$ cat src/rtl/secuenciador_cs_registros.sv
// rtl/secuenciador_cs_registros.sv - register-group chip-select sequencer for the RTC configuration bus
module secuenciador_cs_registros #(
    parameter int N_HORA   = 3,
    parameter int N_FECHA  = 4,
    parameter int N_TIMER  = 3,
    parameter bit MODO_SEC = 1'b1,
    parameter int TIMEOUT  = 255,
    localparam int N_TOTAL = N_HORA + N_FECHA + N_TIMER,
    localparam int N_MAX   = (N_HORA > N_FECHA) ? ((N_HORA > N_TIMER) ? N_HORA : N_TIMER)
                                                : ((N_FECHA > N_TIMER) ? N_FECHA : N_TIMER),
    localparam int IW      = (N_MAX > 1) ? $clog2(N_MAX) : 1
) (
    input  logic               clk,
    input  logic               reset_n,
    input  logic [2:0]         funcion_conf,
    input  logic               inicio,
    input  logic               listo,
    output logic [N_TOTAL-1:0] cs,
    output logic [IW-1:0]      indice,
    output logic               ocupado,
    output logic               fin,
    output logic               error
);

    localparam int BW = $clog2(N_TOTAL + 1);
    localparam int TW = $clog2(TIMEOUT + 1);
    localparam logic [N_TOTAL-1:0] CS_UNO     = N_TOTAL'(1);
    localparam logic [N_TOTAL-1:0] MASK_HORA  = {N_TOTAL{1'b1}} >> (N_TOTAL - N_HORA);
    localparam logic [N_TOTAL-1:0] MASK_FECHA = ({N_TOTAL{1'b1}} >> (N_TOTAL - N_FECHA)) << N_HORA;
    localparam logic [N_TOTAL-1:0] MASK_TIMER = ({N_TOTAL{1'b1}} >> (N_TOTAL - N_TIMER)) << (N_HORA + N_FECHA);

    typedef enum logic [1:0] {IDLE, ACTIVO, PAUSA, FIN} estado_t;

    estado_t            estado;
    logic [BW-1:0]      base_q;
    logic [IW-1:0]      ultimo_q;
    logic [TW-1:0]      cnt;
    logic [IW-1:0]      indice_sig;
    logic [N_TOTAL-1:0] mascara_conf;

    assign indice_sig = indice + IW'(1);

    always_comb begin
        mascara_conf = '0;
        case (funcion_conf)
            3'b001:  mascara_conf = MASK_HORA;
            3'b010:  mascara_conf = MASK_FECHA;
            3'b100:  mascara_conf = MASK_TIMER;
            default: mascara_conf = '0;
        endcase
    end

    always_ff @(posedge clk or negedge reset_n) begin
        if (!reset_n) begin
            estado   <= IDLE;
            cs       <= '0;
            indice   <= '0;
            ocupado  <= 1'b0;
            fin      <= 1'b0;
            error    <= 1'b0;
            cnt      <= '0;
            base_q   <= '0;
            ultimo_q <= '0;
        end else if (!MODO_SEC) begin
            // Legacy users get the whole group decoded every cycle.
            cs <= mascara_conf;
        end else begin
            fin   <= 1'b0;
            error <= 1'b0;
            case (estado)
                IDLE: begin
                    cs      <= '0;
                    indice  <= '0;
                    ocupado <= 1'b0;
                    cnt     <= '0;
                    if (inicio) begin
                        case (funcion_conf)
                            3'b001: begin
                                base_q   <= '0;
                                ultimo_q <= IW'(N_HORA - 1);
                                cs       <= CS_UNO;
                                ocupado  <= 1'b1;
                                estado   <= ACTIVO;
                            end
                            3'b010: begin
                                base_q   <= BW'(N_HORA);
                                ultimo_q <= IW'(N_FECHA - 1);
                                cs       <= CS_UNO << N_HORA;
                                ocupado  <= 1'b1;
                                estado   <= ACTIVO;
                            end
                            3'b100: begin
                                base_q   <= BW'(N_HORA + N_FECHA);
                                ultimo_q <= IW'(N_TIMER - 1);
                                cs       <= CS_UNO << (N_HORA + N_FECHA);
                                ocupado  <= 1'b1;
                                estado   <= ACTIVO;
                            end
                            default: error <= 1'b1;
                        endcase
                    end
                end
                ACTIVO: begin
                    // listo takes priority over an expiring counter.
                    if (listo) begin
                        cs  <= '0;
                        cnt <= '0;
                        if (indice == ultimo_q) begin
                            fin    <= 1'b1;
                            estado <= FIN;
                        end else begin
                            estado <= PAUSA;
                        end
                    end else if (cnt == TW'(TIMEOUT - 1)) begin
                        cs      <= '0;
                        cnt     <= '0;
                        error   <= 1'b1;
                        ocupado <= 1'b0;
                        indice  <= '0;
                        estado  <= IDLE;
                    end else begin
                        cnt <= cnt + TW'(1);
                    end
                end
                PAUSA: begin
                    cnt    <= '0;
                    indice <= indice_sig;
                    cs     <= CS_UNO << (base_q + BW'(indice_sig));
                    estado <= ACTIVO;
                end
                FIN: begin
                    cs      <= '0;
                    indice  <= '0;
                    ocupado <= 1'b0;
                    estado  <= IDLE;
                end
                default: estado <= IDLE;
            endcase
        end
    end

endmodule

$ cat config.mk
export PLATFORM = sky130hd
export DESIGN_NAME = secuenciador_cs_registros
export DESIGN_NICKNAME = d
export VERILOG_FILES = /design/src/rtl/secuenciador_cs_registros.sv
export SDC_FILE = /design/constraint.sdc
export NUM_CORES = 1
export LEC_CHECK = 0
export ABC_AREA = 1
export BUFFER_PORTS_ARGS = -buffer_cell sky130_fd_sc_hd__buf_2
export CAP_MARGIN = 25
export CORE_UTILIZATION = 30
export DETAILED_ROUTE_END_ITERATION = 8
export HOLD_SLACK_MARGIN = 0.15
export PLACE_DENSITY = 0.56
export SLEW_MARGIN = 5
export SYNTH_ARGS = -nofsm -noshare
export SYNTH_HDL_FRONTEND = slang
export SYNTH_SLANG_ARGS = --single-unit
$ cat constraint.sdc
create_clock -name clk -period 2.4 [get_ports clk]
set_input_delay 0.12 -clock clk [delete_from_list [all_inputs] [get_ports clk]]
set_output_delay 0.12 -clock clk [all_outputs]
set_load 0.05 [all_outputs]
==> results of run 1 <==
[path summary, 6_finish.rpt]
path / from / to / cells past startpoint
min: funcion_conf[1] / ultimo_q[0] / 3
max: indice[0] / cs[7] / 8
min in group asynchronous: reset_n / fin / 2
max reg2reg: indice[0] / cs[7] / 8
max in group asynchronous: reset_n / cs[4] / 2
min reg2reg: cs[4] / cs[4] / 2
[layout make-up]
type,count,area (um^2),area share [%]
sequential,29,725.7,39.27
multi-input combinational,130,713.2,38.59
timing repair buffer,24,135.1,7.312
inverter,27,103.9,5.620
clock buffer,7,86.33,4.672
tap,67,83.83,4.536
[layer usage]
metal / GRT usage [%] / wire (um) / vias to the layer above / share of wire, %
met5: 0 / 0 / - / 0
met2: 21.21 / 1373 / 29 / 45
met3: 5.014 / 160 / 6 / 5.2
met1: 15.84 / 1454 / 552 / 48
li1: - / - / 645 / -
met4: 6.197 / 64 / 0 / 2.1
[tightest hold or removal path, stage by stage]
cell and delay [ns]:
buf_2 0.12, nand3_1 0.14, nand2_1 0.07
[where the power goes]
group          total, mW  switching [mW]  internal (mW)
registers          0.665          0.0805          0.584
clock network      0.404           0.177          0.227
logic              0.861           0.623          0.238
total               1.93           0.881           1.05
[cell usage after synthesis]
master,count
o21ai_2,3
nor2_4,1
nand2_1,56
nand2_4,3
nand2_2,6
nand4_1,2
fa_1,1
o211ai_1,1
o21ai_0,11
ha_1,4
nand3b_2,1
nand3b_1,1
nand3_2,4
nand3_1,16
buf_8,1
nor2_1,11
nor3_1,1
xnor2_1,3
o22ai_1,1
inv_4,1
inv_1,26
xor2_1,3
o21ai_1,1
dfrtp_1,29
[registers in the layout (all words and copies together), names as in the netlist]
signal	count
cs	10
cnt	8
base_q	2
estado	2
indice	2
ultimo_q	2
error	1
fin	1
ocupado	1
[layout by cell type (no fill, tap or decap)]
| cell type | n |
|---|---|
| buf_2 | 21 |
| clkbuf_1 | 1 |
| clkbuf_8 | 6 |
| dfrtp_1 | 29 |
| dlygate4sd3_1 | 3 |
| fa_1 | 1 |
| ha_1 | 4 |
| inv_1 | 26 |
| inv_4 | 1 |
| nand2_1 | 56 |
| nand2_2 | 6 |
| nand2_4 | 3 |
| nand3_1 | 16 |
| nand3_2 | 4 |
| nand3b_1 | 1 |
| nand3b_2 | 1 |
| nand4_1 | 2 |
| nor2_1 | 11 |
| nor2_4 | 1 |
| nor3_1 | 1 |
| o211ai_1 | 1 |
| o21ai_0 | 11 |
| o21ai_1 | 1 |
| o21ai_2 | 3 |
| o22ai_1 | 1 |
| xnor2_1 | 3 |
| xor2_1 | 3 |
[through the flow]
stage	cell area (um^2)	hold slack, ns	setup WS (ns)	util [%]
6_report	1848	0.2039	0.3444	38.12
5_1_grt	1848	0.2359	0.1877	38.12
4_1_cts	1848	0.2134	0.3262	38.12
3_5_place_dp	1732	0.1918	0.3613	35.72
3_3_place_gp	1732	0.1898	0.4328	35.72
2_1_floorplan	1558	-0.1756	0.2294	-
[kinds of logic (layout without fill, tap and decap cells)]
family                   count (synthesis)  after routing  synth area share [%]
XOR/XNOR                                 6              6                 3.374
adder cells (fa/ha/maj)                  5              5                 4.498
flip-flops                              29             29                 46.59
buffers and inverters                   28             58                 7.630
AND/OR/NAND/NOR                        102            102                 31.49
AO/OA/AOI/OAI                           17             17                 6.426
==> run metrics, run 1 <==
# DRC=0; fin crit period=2.056 ns; row cnt=25; critical path's top delay family=adder cells; distinct cell type count after synthesis=24; relative slew slack=55.86%; Cells after Synth=187; Mapped Area=1558 um^2; FMAX=486.5 MHz; r2r setup slk=0.34 ns; RSZ-0062 raised after global routing=false; CTS Hold Bufs=3; Core Region=4848 um^2; fin. max-slew vios=0; Vias=1,232; Clock Sink Count=29; Clock Tree Root=clkbuf_8; gp weighted congestion=0.7317; first-pass GRT wire length=5471 um; top cells by area, synth=dfrtp_1 47%, nand2_1 13%, inv_1 6.3%; GR Overflow Total=0; wirelength, routed=3052 um; drt wl/cell=10.75 um; CP Cell Sequence=inv_1, ha_1, inv_1, fa_1, xor2_1, inv_1, nand3_1, nand3_2; CTS buffer count=5; WS Path Type=reg2reg; antenna diode count=0; TNS Setup=0 ns; crit start category=register; Port Buf Inserts=21; Post-Syn Nets=199; Post-CTS Repair Setup Buffers=0; Chip Width=74.06 um; largest area contributor in the netlist=dfrtp_1; peak supply drop=501.9 uV; DRT Pass-1 Iters=4; worst path bufs/invs=3; nets=229; Fill cells=509; Max stage delay on crit path=0.44 ns; Total Routing Usage GR=13.28%; Chip Height=74.06 um; clk_skew=0.005497 ns; I/O pin total=22; synthesized flop and latch total=29; share of the yosys chip area belonging to registers=46.59%; status=finished clean; DP Cell Count=274; largest net degree at the start of global routing=30; Clk pin slew, worst setup/hold paths=0.06 ns; initial antenna violation count=0; CTS tree=done; Max Root-Sink Buffers=2; Worst path most repeated cell=inv_1; post-route ant nets=0; Yosys warning count=0; total power=1.929 mW; DR vias/cell=4.338; area share of the largest cell type after synthesis=46.59%; post-CTS sizing=0; hpwl dp=2267 um; Worst EP arrival=2.22 ns; Worst-Skew Late Latency=0.28 ns; Mapped Avg Cell Area=8.330 um^2; vias in the first global route=1,266; Pleak=1.016 nW; share of cells above drive strength 1=21.20%; Power Density=1044 nW/um^2; setup violators final=0; Worst EP required=2.57 ns; Hold Fails Final Rpt=0; DR iter-0 viols=40; Area Overhead vs Synth=18.63%; Post-Layout Cell Count=284; initial core utilization=32.13%; max-cap violations=0; min-delay worst type=in2reg; CP endpoint kind=register; die area=5485 um^2; Crit Path Max Fanout=6; H-tree levels=2; period utilization=85.65%; worst slew pin tran=0.6621 ns; Crit-path slowest cell=xor2_1
Power figures use the tool's default switching activity.
==> run 2: changes to the inputs <==
--- a/config.mk
+++ b/config.mk
@@ -8,6 +8,8 @@
 export ABC_AREA = 1
 export BUFFER_PORTS_ARGS = -buffer_cell sky130_fd_sc_hd__buf_2
 export CAP_MARGIN = 25
+export CORE_ASPECT_RATIO = 0.5
+export CORE_MARGIN = 4
 export CORE_UTILIZATION = 30
 export DETAILED_ROUTE_END_ITERATION = 8
 export HOLD_SLACK_MARGIN = 0.15
==> run 2 against run 1 <==
Against the previous run: die area up 18%; via count up 3.1%; combinational power up 2.4%; worst setup slack worse by 0.027 ns; clock skew shrank 0.0024 ns; largest power group unchanged; highest routed layer unchanged.
==> run metrics, run 2 (synthesized netlist as in run 1, its figures left out) <==
worst path bufs/invs=3 (unchanged); commonest non-fill, non-tap cell in the layout=nand2_1; DR iter-0 viols=50 (+25%); Pleak=1.026 nW (+0.98%); Cell Int Power=1.086 mW (+3.6%); antenna diode count=0 (unchanged); Core Region=4977 um^2 (+2.7%); clock share of power=22.1% (+1.1 points); initial core utilization=31.30% (-0.83 points); Hold Fails Final Rpt=0 (unchanged); Largest regs=cs: 10 flops, cnt: 8 flops; Total Routing Usage GR=10.71% (-2.6 points); critical path's top delay family=adder cells; share of cells above drive strength 1=22.02% (+0.82 points); vias in the first global route=1,206 (-4.7%); Psw=0.8987 mW (+2.0%); Worst EP arrival=2.24 ns (+0.02 ns); CP Cell Sequence=inv_1, ha_1, inv_1, fa_1, xor2_1, inv_1, nand3_1, nand3_2; drt wl/cell=10.83 um (+0.81%); Clock Sink Count=29 (unchanged); # DRC=0 (unchanged); largest net degree at the start of global routing=30 (unchanged); Clock Tree Root=clkbuf_8; r2r worst-path depth=8 (unchanged); TNS Setup=0 ns (unchanged); worst slew pin tran=0.6469 ns (-0.01516 ns); relative slew slack=56.87% (+1.0 points); Post-CTS Repair Setup Buffers=0 (unchanged); CTS buffer count=5 (unchanged); nets=229 (unchanged); fin crit period=2.083 ns (+0.02708 ns); GR Overflow Total=0 (unchanged); die area=6479 um^2 (+18%); Crit-path slowest cell=dfrtp_1; Chip Width=109.9 um (+48%); Hold Path Cell Cnt=3 (unchanged); Crit Path Max Fanout=6 (unchanged); Sequential Power Share=33.5% (-0.9 points); WS Path Type=reg2reg; Port Buf Inserts=21 (unchanged); Max Root-Sink Buffers=2 (unchanged); wirelength, routed=3120 um (+2.2%); I/O pin total=22 (unchanged); max reg flops=10 (unchanged); CTS tree=done; most frequent cells in the layout=56 x nand2_1, 29 x dfrtp_1, 26 x inv_1; Worst-Skew Late Latency=0.27 ns (about the same); Worst path most repeated cell=inv_1; Area Overhead vs Synth=19.84%; H-tree levels=2 (unchanged); DR vias/cell=4.410 (+1.7%); min-delay worst type=in2reg; Switching Fraction=45.27% (-0.38 points); setup violators final=0 (unchanged); Clk pin slew, worst setup/hold paths=0.06 ns (about the same); Worst EP required=2.56 ns (about the same); max-cap violations=0 (unchanged); Vias=1,270 (+3.1%); period utilization=86.78% (+1.1 points); peak supply drop=298.2 uV (-41%); Max stage delay on crit path=0.42 ns (-0.02 ns); stages on the worst setup path=8 (unchanged); RSZ-0062 raised after global routing=false; Biggest register=cs; Power Density=1063 nW/um^2 (+1.9%); Chip Height=58.96 um (-20%); crit start category=register; clk_skew=0.003143 ns (-0.002354 ns); gp weighted congestion=0.7671 (+4.8%); status=finished clean; initial antenna violation count=0 (unchanged); DRT Pass-1 Iters=4 (unchanged); first-pass GRT wire length=5437 um (-0.62%); CP endpoint kind=register; FMAX=480.2 MHz (-1.3%); Combinational Power Share=44.4% (-0.2 points); post-route ant nets=0 (unchanged); fin. max-slew vios=0 (unchanged); Final Core Density=37.51% (-0.61 points); hpwl dp=2406 um (+6.1%); row cnt=18 (-28%)
==> run 2: changes by cell type in the layout (fill, tap and decap cells not counted) <==
cell      before  now
clkinv_2       0    1
clkbuf_1       1    0
clkbuf_8       6    7
==> run 2: through the flow <==
step / area (um^2) / power (mW) / setup slack [ns] / cells / hold WS (ns)
2_1_floorplan: 1558 / 1.357 / 0.2294 / 187 / -0.1756
3_3_place_gp: 1735 / 1.524 / 0.4140 / 277 / 0.1856
3_5_place_dp: 1735 / 1.554 / 0.3445 / 277 / 0.1983
4_1_cts: 1867 / 2.012 / 0.3152 / 288 / 0.2194
5_1_grt: 1867 / 2.128 / 0.1528 / 288 / 0.2410
6_report: 1867 / 1.985 / 0.3173 / 288 / 0.2154
==> run 2: power by group through the flow <==
stage	logic (mW)	clock network, mW	registers [mW]
finish	0.882	0.439	0.664
global route	0.978	0.473	0.677
CTS	0.891	0.456	0.665
detailed placement	0.881	0	0.673
global placement	0.856	0	0.669
floorplan	0.524	0	0.833
==> run 2: worst paths after layout <==
path                                 start  slack [ns]          end
max reg2reg                      indice[0]        0.32        cs[7]
max in group asynchronous          reset_n        1.57    indice[1]
min                        funcion_conf[1]        0.22  ultimo_q[0]
max                              indice[0]        0.32        cs[7]
min in group asynchronous          reset_n        0.41       cnt[7]
min reg2reg                        ocupado        0.48      ocupado
==> run 2: worst reg2reg max path, cell delays in order (launching register included) <==
cell and delay (ns):
dfrtp_1 0.42, inv_1 0.13, ha_1 0.18, inv_1 0.06
fa_1 0.39, xor2_1 0.40, inv_1 0.18, nand3_1 0.13
nand3_2 0.07
==> run 2: layout make-up <==
| class | count | area [um^2] |
|---|---|---|
| sequential | 29 | 725.7 |
| tap | 70 | 87.58 |
| inverter | 27 | 103.9 |
| clock buffer | 7 | 96.34 |
| fill | 511 | 3110 |
| multi-input combinational | 130 | 713.2 |
| timing repair buffer | 24 | 135.1 |
| clock inverter | 1 | 5.005 |
==> run 2: metal layers <==
| metal | vias to the layer above | global-route usage [%] | share of wire [%] |
|---|---|---|---|
| met5 | - | 0 | 0 |
| met1 | 600 | 13.44 | 47 |
| met4 | 0 | 3.197 | 1.3 |
| met3 | 4 | 2.957 | 3.3 |
| li1 | 647 | - | - |
| met2 | 19 | 18.19 | 48 |
==> run 2: what timing repair did <==
action / 4_1_cts / 5_1_grt
setup endpoints to repair: 0 / 0
resized for setup: 0 / 0
endpoints found under the hold margin: 31 / 0
hold buffers: 3 / 0
==> run 3: changes to the inputs <==
--- a/config.mk
+++ b/config.mk
@@ -8,12 +8,11 @@
 export ABC_AREA = 1
 export BUFFER_PORTS_ARGS = -buffer_cell sky130_fd_sc_hd__buf_2
 export CAP_MARGIN = 25
-export CORE_ASPECT_RATIO = 0.5
 export CORE_MARGIN = 4
 export CORE_UTILIZATION = 30
 export DETAILED_ROUTE_END_ITERATION = 8
 export HOLD_SLACK_MARGIN = 0.15
-export PLACE_DENSITY = 0.56
+export PLACE_DENSITY = 0.46
 export SLEW_MARGIN = 5
 export SYNTH_ARGS = -nofsm -noshare
 export SYNTH_HDL_FRONTEND = slang
==> run 3 against run 2 <==
Against the previous run: maximum frequency down 0.22%; global-route usage increased by 1.4 points; critical endpoint unchanged; largest cell class unchanged; sequential cell count stayed put; total power decreased by 3.5%; via count fell by 5.5%; hold slack better by 0.0060 ns; cell count fell by 1.0%; combinational power decreased by 2%.
==> run metrics, run 3 (synthesized netlist as in run 1, its figures left out) <==
status=finished clean; Worst path most repeated cell=inv_1; most frequent cells in the layout=56 x nand2_1, 29 x dfrtp_1, 26 x inv_1; I/O pin total=22 (unchanged); Worst EP required=2.56 ns (about the same); initial core utilization=31.92% (+0.63 points); clk_skew=0.004699 ns (+0.001556 ns); hpwl dp=2408 um (about the same); post-route ant nets=0 (unchanged); H-tree levels=2 (unchanged); period utilization=86.97% (+0.19 points); DR vias/cell=4.211 (-4.5%); Worst EP arrival=2.25 ns (about the same); largest net degree at the start of global routing=30 (unchanged); row cnt=25 (+7); Port Buf Inserts=21 (unchanged); Pleak=1.017 nW (-0.91%); CTS buffer count=5 (unchanged); final instance area=1844 um^2 (-1.2%); CP endpoint kind=register; first-pass GRT wire length=5899 um (+8.5%); WS Path Type=reg2reg; Area Overhead vs Synth=18.39%; CTS tree=done; vias in the first global route=1,270 (+5.3%); Clk pin slew, worst setup/hold paths=0.06 ns (about the same); die area=6410 um^2 (-1.1%); antenna diode count=0 (unchanged); Fill cells=511 (unchanged); RSZ-0062 raised after global routing=false; max reg flops=10 (unchanged); Largest regs=cs: 10 flops, cnt: 8 flops; fin. max-slew vios=0 (unchanged); nets=229 (unchanged); peak supply drop=477.2 uV (+60%); Chip Width=80.06 um (-27%); Biggest register=cs; Clock Tree Root=clkbuf_8; FMAX=479.1 MHz (-0.22%); Chip Height=80.06 um (+36%); Hold Fails Final Rpt=0 (unchanged); Worst-Skew Late Latency=0.28 ns (about the same); Post-Layout Cell Count=285 (-1.0%); max-cap violations=0 (unchanged); GR Overflow Total=0 (unchanged); min-delay worst type=in2reg; Max stage delay on crit path=0.42 ns (about the same); drt wl/cell=11.29 um (+4.3%); Max Root-Sink Buffers=2 (unchanged); wirelength, routed=3219 um (+3.2%); setup violators final=0 (unchanged); Core Region=4880 um^2 (-2.0%); DR iter-0 viols=49 (-2.0%); CP Cell Sequence=inv_1, ha_1, inv_1, fa_1, xor2_1, inv_1, nand3_1, nand3_2; Clock Sink Count=29 (unchanged); DP Cell Count=274 (-1.1%); gp weighted congestion=0.7512 (-2.1%); Crit-path slowest cell=xor2_1; initial antenna violation count=0 (unchanged); share of cells above drive strength 1=21.56% (-0.46 points); # DRC=0 (unchanged); Vias=1,200 (-5.5%); fin crit period=2.087 ns (+0.004602 ns); Total Routing Usage GR=12.11% (+1.4 points); Crit Path Max Fanout=6 (unchanged); commonest non-fill, non-tap cell in the layout=nand2_1; TNS Setup=0 ns (unchanged); crit start category=register; DRT Pass-1 Iters=4 (unchanged); Placed Area=1732 um^2 (-0.22%); worst slew pin tran=0.6570 ns (+0.01006 ns); Power Density=1039 nW/um^2 (-2.3%); relative slew slack=56.20% (-0.67 points)
run 3: worst paths after layout:
path / to / slack [ns] / startpoint / cells after the start
hold reg to reg: ocupado / 0.47 / ocupado / 2
min in group asynchronous: cnt[4] / 0.41 / reset_n / 2
max in group asynchronous: cs[7] / 1.57 / reset_n / 2
setup reg to reg: cs[7] / 0.31 / indice[0] / 8
setup / recovery: cs[7] / 0.31 / indice[0] / 8
hold / removal: base_q[2] / 0.22 / funcion_conf[2] / 3
run 3: stage by stage:
step	util, %	power (mW)	setup slack [ns]	hold slack (ns)
floorplan	-	1.357	0.2294	-0.1756
finish	37.79	1.915	0.3127	0.2214
detailed placement	35.49	1.543	0.3099	0.2006
global placement	35.49	1.548	0.3958	0.2087
CTS	37.79	1.948	0.2928	0.2281
global route	37.79	2.114	0.09732	0.2519
run 3: cell type report:
type / count / area [um^2] / share of cell area [%]
flip-flops and latches: 29 / 725.7 / 39.35
inverters: 27 / 103.9 / 5.631
well taps: 67 / 83.83 / 4.545
clock inverters: 2 / 10.01 / 0.5427
clock buffers: 6 / 72.57 / 3.935
repair buffers: 24 / 135.1 / 7.327
multi-input cells: 130 / 713.2 / 38.67
run 3: worst max-delay path, delay by kind of cell, from the launching register on:
| kind | cells | cell delay [ns] |
|---|---|---|
| xor+xnor | 1 | 0.42 |
| fa+ha+maj | 2 | 0.55 |
| buf+inv | 3 | 0.37 |
| flops | 1 | 0.41 |
| simple gates | 2 | 0.22 |
run 3: repair_timing:
item	4_1_cts	5_1_grt
setup endpoints to repair	0	0
endpoints found under the hold margin	31	0
buffers inserted	0	0
gates resized for setup	0	0
hold buffers	3	0
run 3: layer usage:
layer,global-route usage [%],wire (um),part of all wire [%],up-vias
met5,0,0,0,-
met4,5.068,59,1.8,0
met3,3.475,103,3.2,8
met2,18.87,1481,46,15
met1,15.63,1575,49,527
li1,-,-,-,650
run 3: where the power goes:
group          internal, mW  switching, mW  total (mW)
logic                 0.238          0.626       0.864
clock network         0.200          0.186       0.386
registers             0.584         0.0813       0.665
total                  1.02          0.893        1.92
